## config.mk

```make
export PLATFORM = sky130hd
export DESIGN_NAME = tick_gen_flat
export DESIGN_NICKNAME = d
export VERILOG_FILES = /design/src/rtl/tick_gen_pkg.sv /design/src/rtl/tick_gen_if.sv /design/src/rtl/tick_gen_ch.sv /design/src/rtl/tick_gen.sv /design/src/flat_wrapper.sv
export SDC_FILE = /design/constraint.sdc
export NUM_CORES = 1
export LEC_CHECK = 0
export CORE_MARGIN = 3
export CORE_UTILIZATION = 35
export CTS_CLUSTER_DIAMETER = 50
export DETAILED_ROUTE_END_ITERATION = 10
export GPL_ROUTABILITY_DRIVEN = 0
export PLACE_DENSITY = 0.49
export SETUP_SLACK_MARGIN = 0.2
export SLEW_MARGIN = 20
export SYNTH_ARGS = -nofsm -noshare
export SYNTH_HDL_FRONTEND = slang
export SYNTH_SLANG_ARGS = --single-unit
```

## constraint.sdc

```tcl
create_clock -name clk -period 9.1 [get_ports clk]
set_input_delay 1.82 -clock clk [delete_from_list [all_inputs] [get_ports clk]]
set_output_delay 1.82 -clock clk [all_outputs]
set_load 0.02 [all_outputs]
```

## src/rtl/tick_gen_pkg.sv

```systemverilog
// Shared types and defaults for the multi-channel programmable tick divider.
package tick_gen_pkg;

    localparam int unsigned DEF_CNT_W  = 16;
    localparam int unsigned DEF_NUM_CH = 4;

    // Config fields use a fixed container width; channels zero-extend CNT_W values into it.
    localparam int unsigned CFG_W = 32;

    typedef enum logic {STOP, RUN} ch_state_e;

    typedef struct packed {
        logic [CFG_W-1:0] div;
        logic [CFG_W-1:0] high;
    } ch_cfg_t;

    function automatic ch_cfg_t make_cfg(input logic [CFG_W-1:0] div,
                                         input logic [CFG_W-1:0] high);
        ch_cfg_t c;
        c.div  = div;
        c.high = high;
        return c;
    endfunction

endpackage

```

## src/rtl/tick_gen_if.sv

```systemverilog
// Configuration handshake bundle for tick_gen: master drives requests, slave returns ready.
interface tick_gen_if #(
    parameter int unsigned CNT_W  = 16,
    parameter int unsigned NUM_CH = 4
);
    localparam int unsigned CH_W = (NUM_CH > 1) ? $clog2(NUM_CH) : 1;

    logic             cfg_valid;
    logic             cfg_ready;
    logic [CH_W-1:0]  cfg_ch;
    logic [CNT_W-1:0] cfg_div;
    logic [CNT_W-1:0] cfg_high;

    modport master (output cfg_valid, output cfg_ch, output cfg_div, output cfg_high,
                    input cfg_ready);
    modport slave  (input cfg_valid, input cfg_ch, input cfg_div, input cfg_high,
                    output cfg_ready);

endinterface

```

## src/rtl/tick_gen_ch.sv

```systemverilog
// One divider channel: counter, active/shadow config, pending flag and registered outputs.
module tick_gen_ch
    import tick_gen_pkg::*;
#(
    parameter int unsigned       CNT_W        = DEF_CNT_W,
    parameter logic [CNT_W-1:0]  DEFAULT_DIV  = '0,
    parameter logic [CNT_W-1:0]  DEFAULT_HIGH = '0
) (
    input  logic             clk,
    input  logic             reset,
    input  logic             cfg_we,
    input  logic [CNT_W-1:0] cfg_div,
    input  logic [CNT_W-1:0] cfg_high,
    input  logic             ch_en,
    input  logic             restart,
    output logic             clk_out,
    output logic             tick,
    output logic             pending
);

    localparam ch_cfg_t RESET_CFG = '{div: CFG_W'(DEFAULT_DIV), high: CFG_W'(DEFAULT_HIGH)};

    ch_state_e        state_q, state_d;
    ch_cfg_t          act_q, act_d, shd_q, shd_d;
    logic             pend_q, pend_d;
    logic [CNT_W-1:0] cnt_q, cnt_d;
    logic             clk_out_q, clk_out_d, tick_q, tick_d;
    logic             wrap, apply;

    always_comb begin
        wrap  = (state_q == RUN) && (CFG_W'(cnt_q) == act_q.div - CFG_W'(1));
        apply = pend_q && (restart || (state_q == STOP) || wrap);

        act_d  = apply ? shd_q : act_q;
        shd_d  = cfg_we ? make_cfg(CFG_W'(cfg_div), CFG_W'(cfg_high)) : shd_q;
        // A write can only land while pending is clear, so set and clear never collide.
        pend_d = cfg_we || (pend_q && !apply);

        state_d = (ch_en && (act_d.div != '0)) ? RUN : STOP;

        if ((state_d == STOP) || (state_q == STOP) || restart || wrap) begin
            cnt_d = '0;
        end else begin
            cnt_d = cnt_q + CNT_W'(1);
        end

        clk_out_d = (state_d == RUN) && (CFG_W'(cnt_d) < act_d.high);
        tick_d    = (state_d == RUN) && (CFG_W'(cnt_d) == act_d.div - CFG_W'(1));
    end

    always_ff @(posedge clk) begin
        if (reset) begin
            state_q   <= STOP;
            act_q     <= RESET_CFG;
            shd_q     <= RESET_CFG;
            pend_q    <= 1'b0;
            cnt_q     <= '0;
            clk_out_q <= 1'b0;
            tick_q    <= 1'b0;
        end else begin
            state_q   <= state_d;
            act_q     <= act_d;
            shd_q     <= shd_d;
            pend_q    <= pend_d;
            cnt_q     <= cnt_d;
            clk_out_q <= clk_out_d;
            tick_q    <= tick_d;
        end
    end

    assign clk_out = clk_out_q;
    assign tick    = tick_q;
    assign pending = pend_q;

endmodule

```

## src/rtl/tick_gen.sv

```systemverilog
// Multi-channel programmable clock/tick divider: cfg_ch decode, ready mux and channel array.
module tick_gen
    import tick_gen_pkg::*;
#(
    parameter int unsigned      CNT_W        = DEF_CNT_W,
    parameter int unsigned      NUM_CH       = DEF_NUM_CH,
    parameter logic [CNT_W-1:0] DEFAULT_DIV  = CNT_W'(64'd1 << 16),
    parameter logic [CNT_W-1:0] DEFAULT_HIGH = DEFAULT_DIV >> 1
) (
    input  logic              clk,
    input  logic              reset,
    tick_gen_if.slave         cfg,
    input  logic [NUM_CH-1:0] ch_en,
    input  logic              restart,
    output logic [NUM_CH-1:0] clk_out,
    output logic [NUM_CH-1:0] tick,
    output logic [NUM_CH-1:0] pending
);

    localparam int unsigned CH_W  = (NUM_CH > 1) ? $clog2(NUM_CH) : 1;
    localparam int unsigned SEL_N = 1 << CH_W;

    // Out-of-range channel indices see a zero pending bit, so they are accepted and dropped.
    logic [SEL_N-1:0]  pending_ext;
    logic              ready;
    logic [NUM_CH-1:0] cfg_we;

    assign pending_ext   = SEL_N'(pending);
    assign ready         = !pending_ext[cfg.cfg_ch];
    assign cfg.cfg_ready = ready;

    for (genvar i = 0; i < NUM_CH; i++) begin : g_ch
        assign cfg_we[i] = cfg.cfg_valid && ready && (cfg.cfg_ch == CH_W'(i));

        tick_gen_ch #(
            .CNT_W        (CNT_W),
            .DEFAULT_DIV  (DEFAULT_DIV),
            .DEFAULT_HIGH (DEFAULT_HIGH)
        ) u_ch (
            .clk      (clk),
            .reset    (reset),
            .cfg_we   (cfg_we[i]),
            .cfg_div  (cfg.cfg_div),
            .cfg_high (cfg.cfg_high),
            .ch_en    (ch_en[i]),
            .restart  (restart),
            .clk_out  (clk_out[i]),
            .tick     (tick[i]),
            .pending  (pending[i])
        );
    end

endmodule
```

## src/flat_wrapper.sv

```systemverilog
// flat-port wrapper written by rule: the top's interface ports become plain ports
module tick_gen_flat import tick_gen_pkg::*;
#(
    parameter int unsigned      CNT_W        = DEF_CNT_W,
    parameter int unsigned      NUM_CH       = DEF_NUM_CH,
    parameter logic [CNT_W-1:0] DEFAULT_DIV  = CNT_W'(64'd1 << 16),
    parameter logic [CNT_W-1:0] DEFAULT_HIGH = DEFAULT_DIV >> 1
)
  (clk, reset, ch_en, restart, clk_out, tick, pending, cfg_cfg_valid, cfg_cfg_ch, cfg_cfg_div, cfg_cfg_high, cfg_cfg_ready);
  tick_gen_if #(.CNT_W(CNT_W), .NUM_CH(NUM_CH)) cfg_i ();
  input  logic clk;
  input  logic reset;
  input  logic [NUM_CH-1:0] ch_en;
  input  logic restart;
  output logic [NUM_CH-1:0] clk_out;
  output logic [NUM_CH-1:0] tick;
  output logic [NUM_CH-1:0] pending;
  input wire logic [$bits(cfg_i.cfg_valid)-1:0] cfg_cfg_valid;
  input wire logic [$bits(cfg_i.cfg_ch)-1:0] cfg_cfg_ch;
  input wire logic [$bits(cfg_i.cfg_div)-1:0] cfg_cfg_div;
  input wire logic [$bits(cfg_i.cfg_high)-1:0] cfg_cfg_high;
  output wire logic [$bits(cfg_i.cfg_ready)-1:0] cfg_cfg_ready;
  assign cfg_i.cfg_valid = cfg_cfg_valid;
  assign cfg_i.cfg_ch = cfg_cfg_ch;
  assign cfg_i.cfg_div = cfg_cfg_div;
  assign cfg_i.cfg_high = cfg_cfg_high;
  assign cfg_cfg_ready = cfg_i.cfg_ready;
  tick_gen #(.CNT_W(CNT_W), .NUM_CH(NUM_CH), .DEFAULT_DIV(DEFAULT_DIV), .DEFAULT_HIGH(DEFAULT_HIGH)) u_core (.clk(clk), .reset(reset), .cfg(cfg_i), .ch_en(ch_en), .restart(restart), .clk_out(clk_out), .tick(tick), .pending(pending));
endmodule
```

==> results by group, run 1 <==
Run status
  – Run status: finished clean

Setup path
  – Kind of end point of the critical path: register
  – Reg-to-reg setup timing slack: between 1 and 1.5 ns
  – Critical Path Start Type: register
  – Worst path max stage delay: 0.75 ns
  – Critical path type: reg -> reg
  – Worst endpoint required time: 9.56 ns
  – Worst-path maximum fanout: 15
  – Arrival time of data at the critical path endpoint: 8.28 ns
  – Worst reg2reg endpoint: u_core.g_ch[2].u_ch.tick
  – R2R Path Start: u_core.g_ch[2].u_ch.act_q[32]
  – Sequence of cells on the critical path: nor4_1, nand4_1, or3_1, or3_1, mux2i_1, nor4bb_1, o21ai_4, mux2i_1, ha_1, nand4_1, or4_1, or3_1, nand3_1, buf_4, nor2_1, xor2_1, a2111oi_0, nand4_1, nor4_1
  – FF-to-FF path depth: 19
  – Timing endpoint of the critical path: u_core.g_ch[2].u_ch.tick
  – Critical path startpoint: u_core.g_ch[2].u_ch.act_q[32]
  – Slowest CP cell: nor4bb_1

Die
  – Die span in x: between 200 and 300 microns
  – Die extent in y: 274 microns
  – Number of standard-cell rows in the floorplan: 97
  – Starting Density: 0.357
  – Top Ports: 55
  – Placeable core area: 70800 sq um
  – Total Die Area: 75300 sq um

Clocking
  – # H-tree levels: 3
  – Resized cells post-CTS: 0
  – Cell chosen for the clock root: clkbuf_16
  – Clock input transition at the sequential cells of the worst setup and hold paths: 0.06 ns
  – Worst-case clock buffer depth: 3
  – Number of buffers added by the clock tree synthesis step: 76
  – Clock latency on the worst-skew pair: about 0.63 ns
  – TritonCTS clock tree: done
  – Hold bufs inserted after CTS: 0
  – Post-CTS setup buffer count: 0
  – # clock sinks: 464

Cells and area
  – Nets: about 3.2k
  – Count of filler cells inserted in the layout: 7111
  – Growth of design area from synthesis to finish: 15.5%
  – Most common cell after layout, fill and taps aside: dfxtp_1
  – Final design utilization: 0.412
  – Share of layout cells above drive strength 1: 0.0684
  – Most frequent cells in the layout: 464 x dfxtp_1, 408 x nand2_1, 310 x nor2_1

Logic synthesis
  – Cell Area, Synth: 25200 sq um
  – Post-synth cell types: between 90 and 100
  – Number of enable-type register cells in the synthesized netlist: 0
  – Share of async-settable or async-resettable flops after synthesis: 0
  – Commonest register cell after synthesis: dfxtp_1
  – Net count after synthesis: between 3k and 4k
  – Sequential cell area fraction in the yosys report: 0.368
  – Number of flip-flops and latches in the synthesized netlist: between 400 and 500
  – Syn_area_per_cell: 8.12 sq um
  – Synthesized netlist cell count: a little over 3k
  – Number of synthesis warnings: 0

Run
  – Total of max-cap violations: 0

STA
  – Share of the cycle needed by the critical path after routing: 0.859
  – Final setup violating endpoints: 0
  – Max-Slew Margin vs Limit: 0.214
  – Hold Vio Cnt, Final: 0
  – Minimum clock period after layout: 7.82 ns
  – Setup total negative slack: 0 ns
  – Largest clock skew in the final design: 0.0460 ns
  – Setup repair after global routing missed its margin: no
  – Peak clock frequency supported by timing: about 130 MHz
  – Pin slew with the least headroom to its limit: 1.17 ns
  – Final-report max-slew violation count: 0

Routing
  – Overall via count from detail_route: ~22k
  – Number of nets with antenna violations after routing: 0
  – Via-to-Cell Ratio: 5.46
  – Final routed wirelength across all metal layers: a little over 80000 microns
  – Routed wire length per instance: roughly 20 microns
  – Initial DRT Pass Iterations: 6
  – Number of remaining DRC errors: 0
  – Number of DRC markers after the initial detailed-route iteration: 1965

Hold path
  – Min-delay worst type: reg -> reg

Global route
  – Number of antenna violations at the first check in global routing: 3
  – Global router's overall resource usage: 0.213
  – Vias in the first global route: 21.3k
  – Largest net degree at the start of global routing: 80
  – First-pass GRT wire length: 126000 microns
  – GRT Residual Overflow: 0

Power and ir drop
  – Switching fraction of total power: 0.257
  – Sequential fraction of design power: 0.378
  – Internal power: between 4 and 5 mW
  – Combinational Power Share: 0.066
  – Max VDD drop: 0.129 mV
  – Power per cell area: 189 nW/um^2
  – Clock network power share: 0.556
  – Leakage component of the power: 11.9 nW
  – Switching power: 1.42 mW

Placed design
  – Post-detailed-placement half-perimeter wirelength: 59300 microns
  – Total of buffers placed on input and output ports: 54
cell families (layout without fill, tap and decap cells):
group                      Yosys count  count (layout)  synth area share
other                                0               3                 0
and+or+nand+nor                   1421            1421             0.281
adders and majority gates           72              72            0.0356
xor gates and xnor gates           272             272            0.0966
buffers and inverters              251             273            0.0411
muxes                              144             144            0.0577
DFF                                464             464             0.368
AOI/OAI and AO/OA                  482             482             0.119
power groups by stage:
stage / sequential, mW / combinational (mW) / clock, mW
floorplan: 2.11 / 0.244 / 0
global placement: 2.12 / 0.355 / 0
detailed placement: 2.12 / 0.357 / 0
CTS: 2.08 / 0.359 / 3.13
global route: 2.08 / 0.395 / 3.22
finish: 2.08 / 0.361 / 3.06
how the worst min path moves through the flow:
stage	from	to	slack, ns	depth (start not counted)
final	u_core.g_ch[2].u_ch.shd_q[12]	u_core.g_ch[2].u_ch.shd_q[12]	0.45	2
after detailed placement	u_core.g_ch[0].u_ch.act_q[22]	u_core.g_ch[0].u_ch.act_q[22]	0.44	1
after floorplan	u_core.g_ch[0].u_ch.act_q[19]	u_core.g_ch[0].u_ch.act_q[19]	0.43	1
after CTS	u_core.g_ch[1].u_ch.shd_q[14]	u_core.g_ch[1].u_ch.shd_q[14]	0.45	2
after global placement	u_core.g_ch[2].u_ch.act_q[18]	u_core.g_ch[2].u_ch.act_q[18]	0.44	1
after global routing	u_core.g_ch[3].u_ch.act_q[25]	u_core.g_ch[3].u_ch.act_q[25]	0.47	1
routing by layer:
| layer | global-route usage | wire length, microns |
|---|---|---|
| met3 | 0.0355 | 4850 |
| met1 | 0.292 | 37300 |
| met4 | 0.0636 | 2040 |
| met5 | 0 | 0 |
| met2 | 0.340 | 36700 |
cells in the mapped netlist, drive strengths merged (5+ instances only):
| master | n | area share |
|---|---|---|
| dfxtp | 464 | 0.37 |
| nand2 | 408 | 0.061 |
| nor2 | 310 | 0.046 |
| a21oi | 205 | 0.041 |
| clkbuf | 166 | 0.025 |
| xnor2 | 160 | 0.056 |
| nor3 | 142 | 0.029 |
| mux2i | 135 | 0.054 |
| and2 | 132 | 0.033 |
| xor2 | 108 | 0.037 |
| nor4 | 95 | 0.025 |
| o21ai | 81 | 0.016 |
| ha | 71 | 0.035 |
| nand3 | 62 | 0.012 |
| inv | 50 | 0.0074 |
| nand4 | 47 | 0.012 |
| buf | 35 | 0.0089 |
| nand2b | 35 | 0.0087 |
| or4 | 34 | 0.011 |
| or3 | 32 | 0.0079 |
| and3 | 29 | 0.0072 |
| nor2b | 27 | 0.0067 |
| a31oi | 24 | 0.0060 |
| o31ai | 18 | 0.0054 |
| a21o | 15 | 0.0045 |
| nand3b | 13 | 0.0039 |
| a211oi | 12 | 0.0036 |
| o211ai | 12 | 0.0036 |
| o31a | 12 | 0.0042 |
| or2 | 12 | 0.0031 |
| a2111oi | 10 | 0.0041 |
| and4 | 9 | 0.0031 |
| mux2 | 9 | 0.0042 |
| nor3b | 9 | 0.0029 |
| a22oi | 8 | 0.0024 |
| o22ai | 8 | 0.0020 |
| o41ai | 8 | 0.0031 |
| a21boi | 7 | 0.0021 |
| nor4b | 7 | 0.0035 |
| o2111ai | 7 | 0.0024 |
| o21a | 6 | 0.0018 |
| a311oi | 5 | 0.0017 |
| nand4b | 5 | 0.0017 |
cell type report:
| type | count | area [sq um] | share of cell area |
|---|---|---|---|
| antenna | 3 | 7.51 | 0.000258 |
| sequential | 464 | 9290 | 0.319 |
| tap | 940 | 1180 | 0.0404 |
| clock buffer | 87 | 2010 | 0.0691 |
| clock inverter | 50 | 721 | 0.0247 |
| timing repair buffer | 86 | 786 | 0.0270 |
| inverter | 50 | 188 | 0.00644 |
| multi-input combinational | 2391 | 15000 | 0.513 |
metrics by stage:
stage | power [mW] | worst slack (ns) | cell area, sq um | instances | hold slack (ns)
after floorplan | 2.36 | 0.780 | 25200 | 3106 | 0.430
after global placement | 2.48 | 1.21 | 26400 | 3931 | 0.442
after detailed placement | 2.48 | 1.11 | 26400 | 3931 | 0.444
after CTS | 5.57 | 1.23 | 29100 | 4068 | 0.454
after global routing | 5.70 | 0.713 | 29100 | 4068 | 0.470
final | 5.50 | 1.28 | 29100 | 4071 | 0.453
state kept, by name (all words and copies together), names as in the netlist:
register / flops
u_core.g_ch.u_ch.pending: 4
u_core.g_ch.u_ch.cnt_q: 64
u_core.g_ch.u_ch.tick: 4
u_core.g_ch.u_ch.act_q: 256
u_core.g_ch.u_ch.shd_q: 128
u_core.g_ch.u_ch.state_q: 4
u_core.g_ch.u_ch.clk_out: 4
critical path, delay by kind of cell, from the launching register on:
family	cells	cell delay (ns)
xor+xnor	1	0.18
fa+ha+maj	1	0.36
simple gates	12	5.22
buf+inv	1	0.28
flops	1	0.37
compound gates	2	0.69
mux	2	0.52
No activity file was read; power rests on OpenSTA's default activity.
==> run 2, diff against run 1 <==
--- a/config.mk
+++ b/config.mk
@@ -10,7 +10,7 @@
 export CTS_CLUSTER_DIAMETER = 50
 export DETAILED_ROUTE_END_ITERATION = 10
 export GPL_ROUTABILITY_DRIVEN = 0
-export PLACE_DENSITY = 0.49
+export PLACE_DENSITY = 0.61
 export SETUP_SLACK_MARGIN = 0.2
 export SLEW_MARGIN = 20
 export SYNTH_ARGS = -nofsm -noshare
==> constraint.sdc (replaced) <==
create_clock -name clk -period 8.6 [get_ports clk]
set_input_delay 1.72 -clock clk [delete_from_list [all_inputs] [get_ports clk]]
set_output_delay 1.72 -clock clk [all_outputs]
set_load 0.02 [all_outputs]
==> results by group, run 2 (synthesis results as in run 1) <==
Global route
  – Vias in the first global route: 20.1k (was 21.3k)
  – Global router's overall resource usage: 0.196 (was 0.213)
  – Number of antenna violations at the first check in global routing: 4 (was 3)
  – GRT Residual Overflow: 0 (unchanged)
  – First-pass GRT wire length: 117000 microns (was 126000 microns)
  – Largest net degree at the start of global routing: 113 (was 80)

Setup path
  – Critical path type: reg -> reg (unchanged)
  – Critical Path Start Type: register (unchanged)
  – Worst reg2reg endpoint: u_core.g_ch[0].u_ch.clk_out (was u_core.g_ch[2].u_ch.tick)
  – Critical path startpoint: u_core.g_ch[0].u_ch.act_q[35] (was u_core.g_ch[2].u_ch.act_q[32])
  – FF-to-FF path depth: 23 (was 19)
  – Arrival time of data at the critical path endpoint: 8.09 ns (was 8.28 ns)
  – Worst endpoint required time: 9.11 ns (was 9.56 ns)
  – Kind of end point of the critical path: register (unchanged)
  – R2R Path Start: u_core.g_ch[0].u_ch.act_q[35] (was u_core.g_ch[2].u_ch.act_q[32])
  – Reg-to-reg setup timing slack: 1.03 ns (was 1.28 ns)
  – Worst-path maximum fanout: 21 (was 15)
  – Timing endpoint of the critical path: u_core.g_ch[0].u_ch.clk_out (was u_core.g_ch[2].u_ch.tick)

Placed design
  – Total of buffers placed on input and output ports: 54 (unchanged)
  – Worst-case setup slack after placement: 0.653 ns (was 1.11 ns)
  – Placement Cell Area: 26500 sq um (was 26400 sq um)
  – Post-detailed-placement half-perimeter wirelength: 55300 microns (was 59300 microns)
  – Inst Count DP: 3939 (was 3931)

STA
  – Largest clock skew in the final design: 0.0288 ns (was 0.0460 ns)
  – Share of the cycle needed by the critical path after routing: 0.881 (was 0.859)
  – Max-Slew Margin vs Limit: 0.301 (was 0.214)
  – Setup total negative slack: 0 ns (unchanged)
  – Pin slew with the least headroom to its limit: 1.05 ns (was 1.17 ns)
  – Post-layout worst setup margin: 1.03 ns (was 1.28 ns)
  – Minimum clock period after layout: 7.57 ns (was 7.82 ns)
  – Peak clock frequency supported by timing: 132 MHz (was 128 MHz)
  – Final-report max-slew violation count: 0 (unchanged)
  – Hold Vio Cnt, Final: 0 (unchanged)
  – Setup repair after global routing missed its margin: no (unchanged)
  – Final setup violating endpoints: 0 (unchanged)

Cells and area
  – Nets: 3180 (was 3182)
  – Count of filler cells inserted in the layout: 7126 (was 7111)
  – Growth of design area from synthesis to finish: 14.1% (was 15.5%)
  – Share of layout cells above drive strength 1: 0.0626 (was 0.0684)
  – Most common cell after layout, fill and taps aside: dfxtp_1 (unchanged)
  – Number of flip-flops under the largest register name: 256 (unchanged)
  – Multi-input logic area: 15000 sq um (about the same)
  – Largest register by flop count: u_core.g_ch.u_ch.act_q (unchanged)
  – Diode insertion count for antenna repair: 0 (was 3)
  – Count of placed standard cells in the final layout, fillers left out: 4055 (was 4071)
  – Largest registers: u_core.g_ch.u_ch.act_q: 256 flops, u_core.g_ch.u_ch.shd_q: 128 flops, u_core.g_ch.u_ch.cnt_q: 64 flops (unchanged)
  – Post-route standard cell area excluding fillers: 28800 sq um (was 29100 sq um)
  – Final design utilization: 0.407 (was 0.412)
  – Area occupied by registers: 9290 sq um (unchanged)
  – Most frequent cells in the layout: 464 x dfxtp_1, 408 x nand2_1, 310 x nor2_1 (unchanged)

Clocking
  – Clock input transition at the sequential cells of the worst setup and hold paths: 0.06 ns (about the same)
  – # clock sinks: 464 (unchanged)
  – Worst-case clock buffer depth: 3 (unchanged)
  – Hold bufs inserted after CTS: 0 (unchanged)
  – Clock latency on the worst-skew pair: 0.60 ns (was 0.63 ns)
  – # H-tree levels: 3 (unchanged)
  – TritonCTS clock tree: done (unchanged)
  – Resized cells post-CTS: 0 (unchanged)
  – Number of buffers added by the clock tree synthesis step: 66 (was 76)
  – Post-CTS setup buffer count: 0 (unchanged)
  – Cell chosen for the clock root: clkbuf_16 (unchanged)

Run
  – Total of max-cap violations: 0 (unchanged)

Hold path
  – Min-delay worst type: reg -> reg (unchanged)

Die
  – Die extent in y: 274 microns (unchanged)
  – Placeable core area: 70800 sq um (unchanged)
  – Total Die Area: 75300 sq um (unchanged)
  – Top Ports: 55 (unchanged)
  – Die span in x: 274 microns (unchanged)
  – Number of standard-cell rows in the floorplan: 97 (unchanged)
  – Starting Density: 0.357 (unchanged)

Routing
  – Final routed wirelength across all metal layers: 75300 microns (was 80900 microns)
  – Initial DRT Pass Iterations: 5 (was 6)
  – Via-to-Cell Ratio: 5.42 (was 5.46)
  – Routed wire length per instance: 18.6 microns (was 19.9 microns)
  – Number of DRC markers after the initial detailed-route iteration: 2252 (was 1965)
  – Number of nets with antenna violations after routing: 0 (unchanged)
  – Overall via count from detail_route: 22.0k (was 22.2k)
  – Number of remaining DRC errors: 0 (unchanged)

Power and ir drop
  – Max VDD drop: 0.143 mV (was 0.129 mV)
  – Leakage component of the power: 11.8 nW (was 11.9 nW)
  – Power per cell area: 189 nW/um^2 (about the same)

Run status
  – Run status: finished clean (unchanged)
-- run 2: how the worst min path moves through the flow --
stage | depth (start not counted) | from | endpoint | slack [ns]
CTS | 2 | u_core.g_ch[3].u_ch.shd_q[2] | u_core.g_ch[3].u_ch.shd_q[2] | 0.45
floorplan | 1 | u_core.g_ch[0].u_ch.act_q[19] | u_core.g_ch[0].u_ch.act_q[19] | 0.43
global placement | 1 | u_core.g_ch[2].u_ch.act_q[30] | u_core.g_ch[2].u_ch.act_q[30] | 0.44
detailed placement | 1 | u_core.g_ch[1].u_ch.act_q[22] | u_core.g_ch[1].u_ch.act_q[22] | 0.44
finish | 2 | u_core.g_ch[3].u_ch.shd_q[7] | u_core.g_ch[3].u_ch.shd_q[7] | 0.45
global route | 1 | u_core.g_ch[2].u_ch.act_q[16] | u_core.g_ch[2].u_ch.act_q[16] | 0.47
-- run 2: final cells by class --
cell class                      instances  area share
Clock inverter                         37      0.0205
Inverter                               50     0.00652
Tap cell                              940      0.0408
Sequential cell                       464       0.323
Timing Repair Buffer                   94      0.0294
Multi-Input combinational cell       2391       0.519
Clock buffer                           79      0.0608
-- run 2: critical path, stage by stage (launching register included) --
cell and delay, ns:
dfxtp_1 0.47, or4_1 0.81, nor4_2 0.33, a22oi_1 0.14, a2111oi_0 0.48, nand4_1 0.19, nor4b_2 0.51, o21ai_4 0.31
mux2i_1 0.35, ha_1 0.27, o211ai_1 0.10, mux2_2 0.31, or4_1 0.61, nor4_4 0.49, or2_0 0.30, buf_4 0.31
nor2_1 0.12, ha_1 0.31, a21oi_1 0.12, o21ai_0 0.10, maj3_1 0.37, a31oi_1 0.21, o31ai_1 0.12, a21oi_1 0.15
-- run 2: power by group --
group	internal [mW]	switching [mW]	leakage, nW
clock	1.81	1.05	1.11
sequential	2.17	0.0267	3.75
combinational	0.140	0.244	6.92
-- run 2: per-stage QoR --
| step | hold WS [ns] | power [mW] |
|---|---|---|
| 3_3_place_gp | 0.442 | 2.62 |
| 5_1_grt | 0.468 | 5.64 |
| 4_1_cts | 0.453 | 5.50 |
| 2_1_floorplan | 0.430 | 2.49 |
| 3_5_place_dp | 0.444 | 2.62 |
| 6_report | 0.451 | 5.45 |
-- run 2: routing by layer --
metal  vias to the layer above  wire, microns  GRT usage
li1                      10800              -          -
met1                     10300          35400      0.282
met4                         6           2300     0.0650
met5                         -             34          0
met2                       730          31900      0.291
met3                       146           5700     0.0401
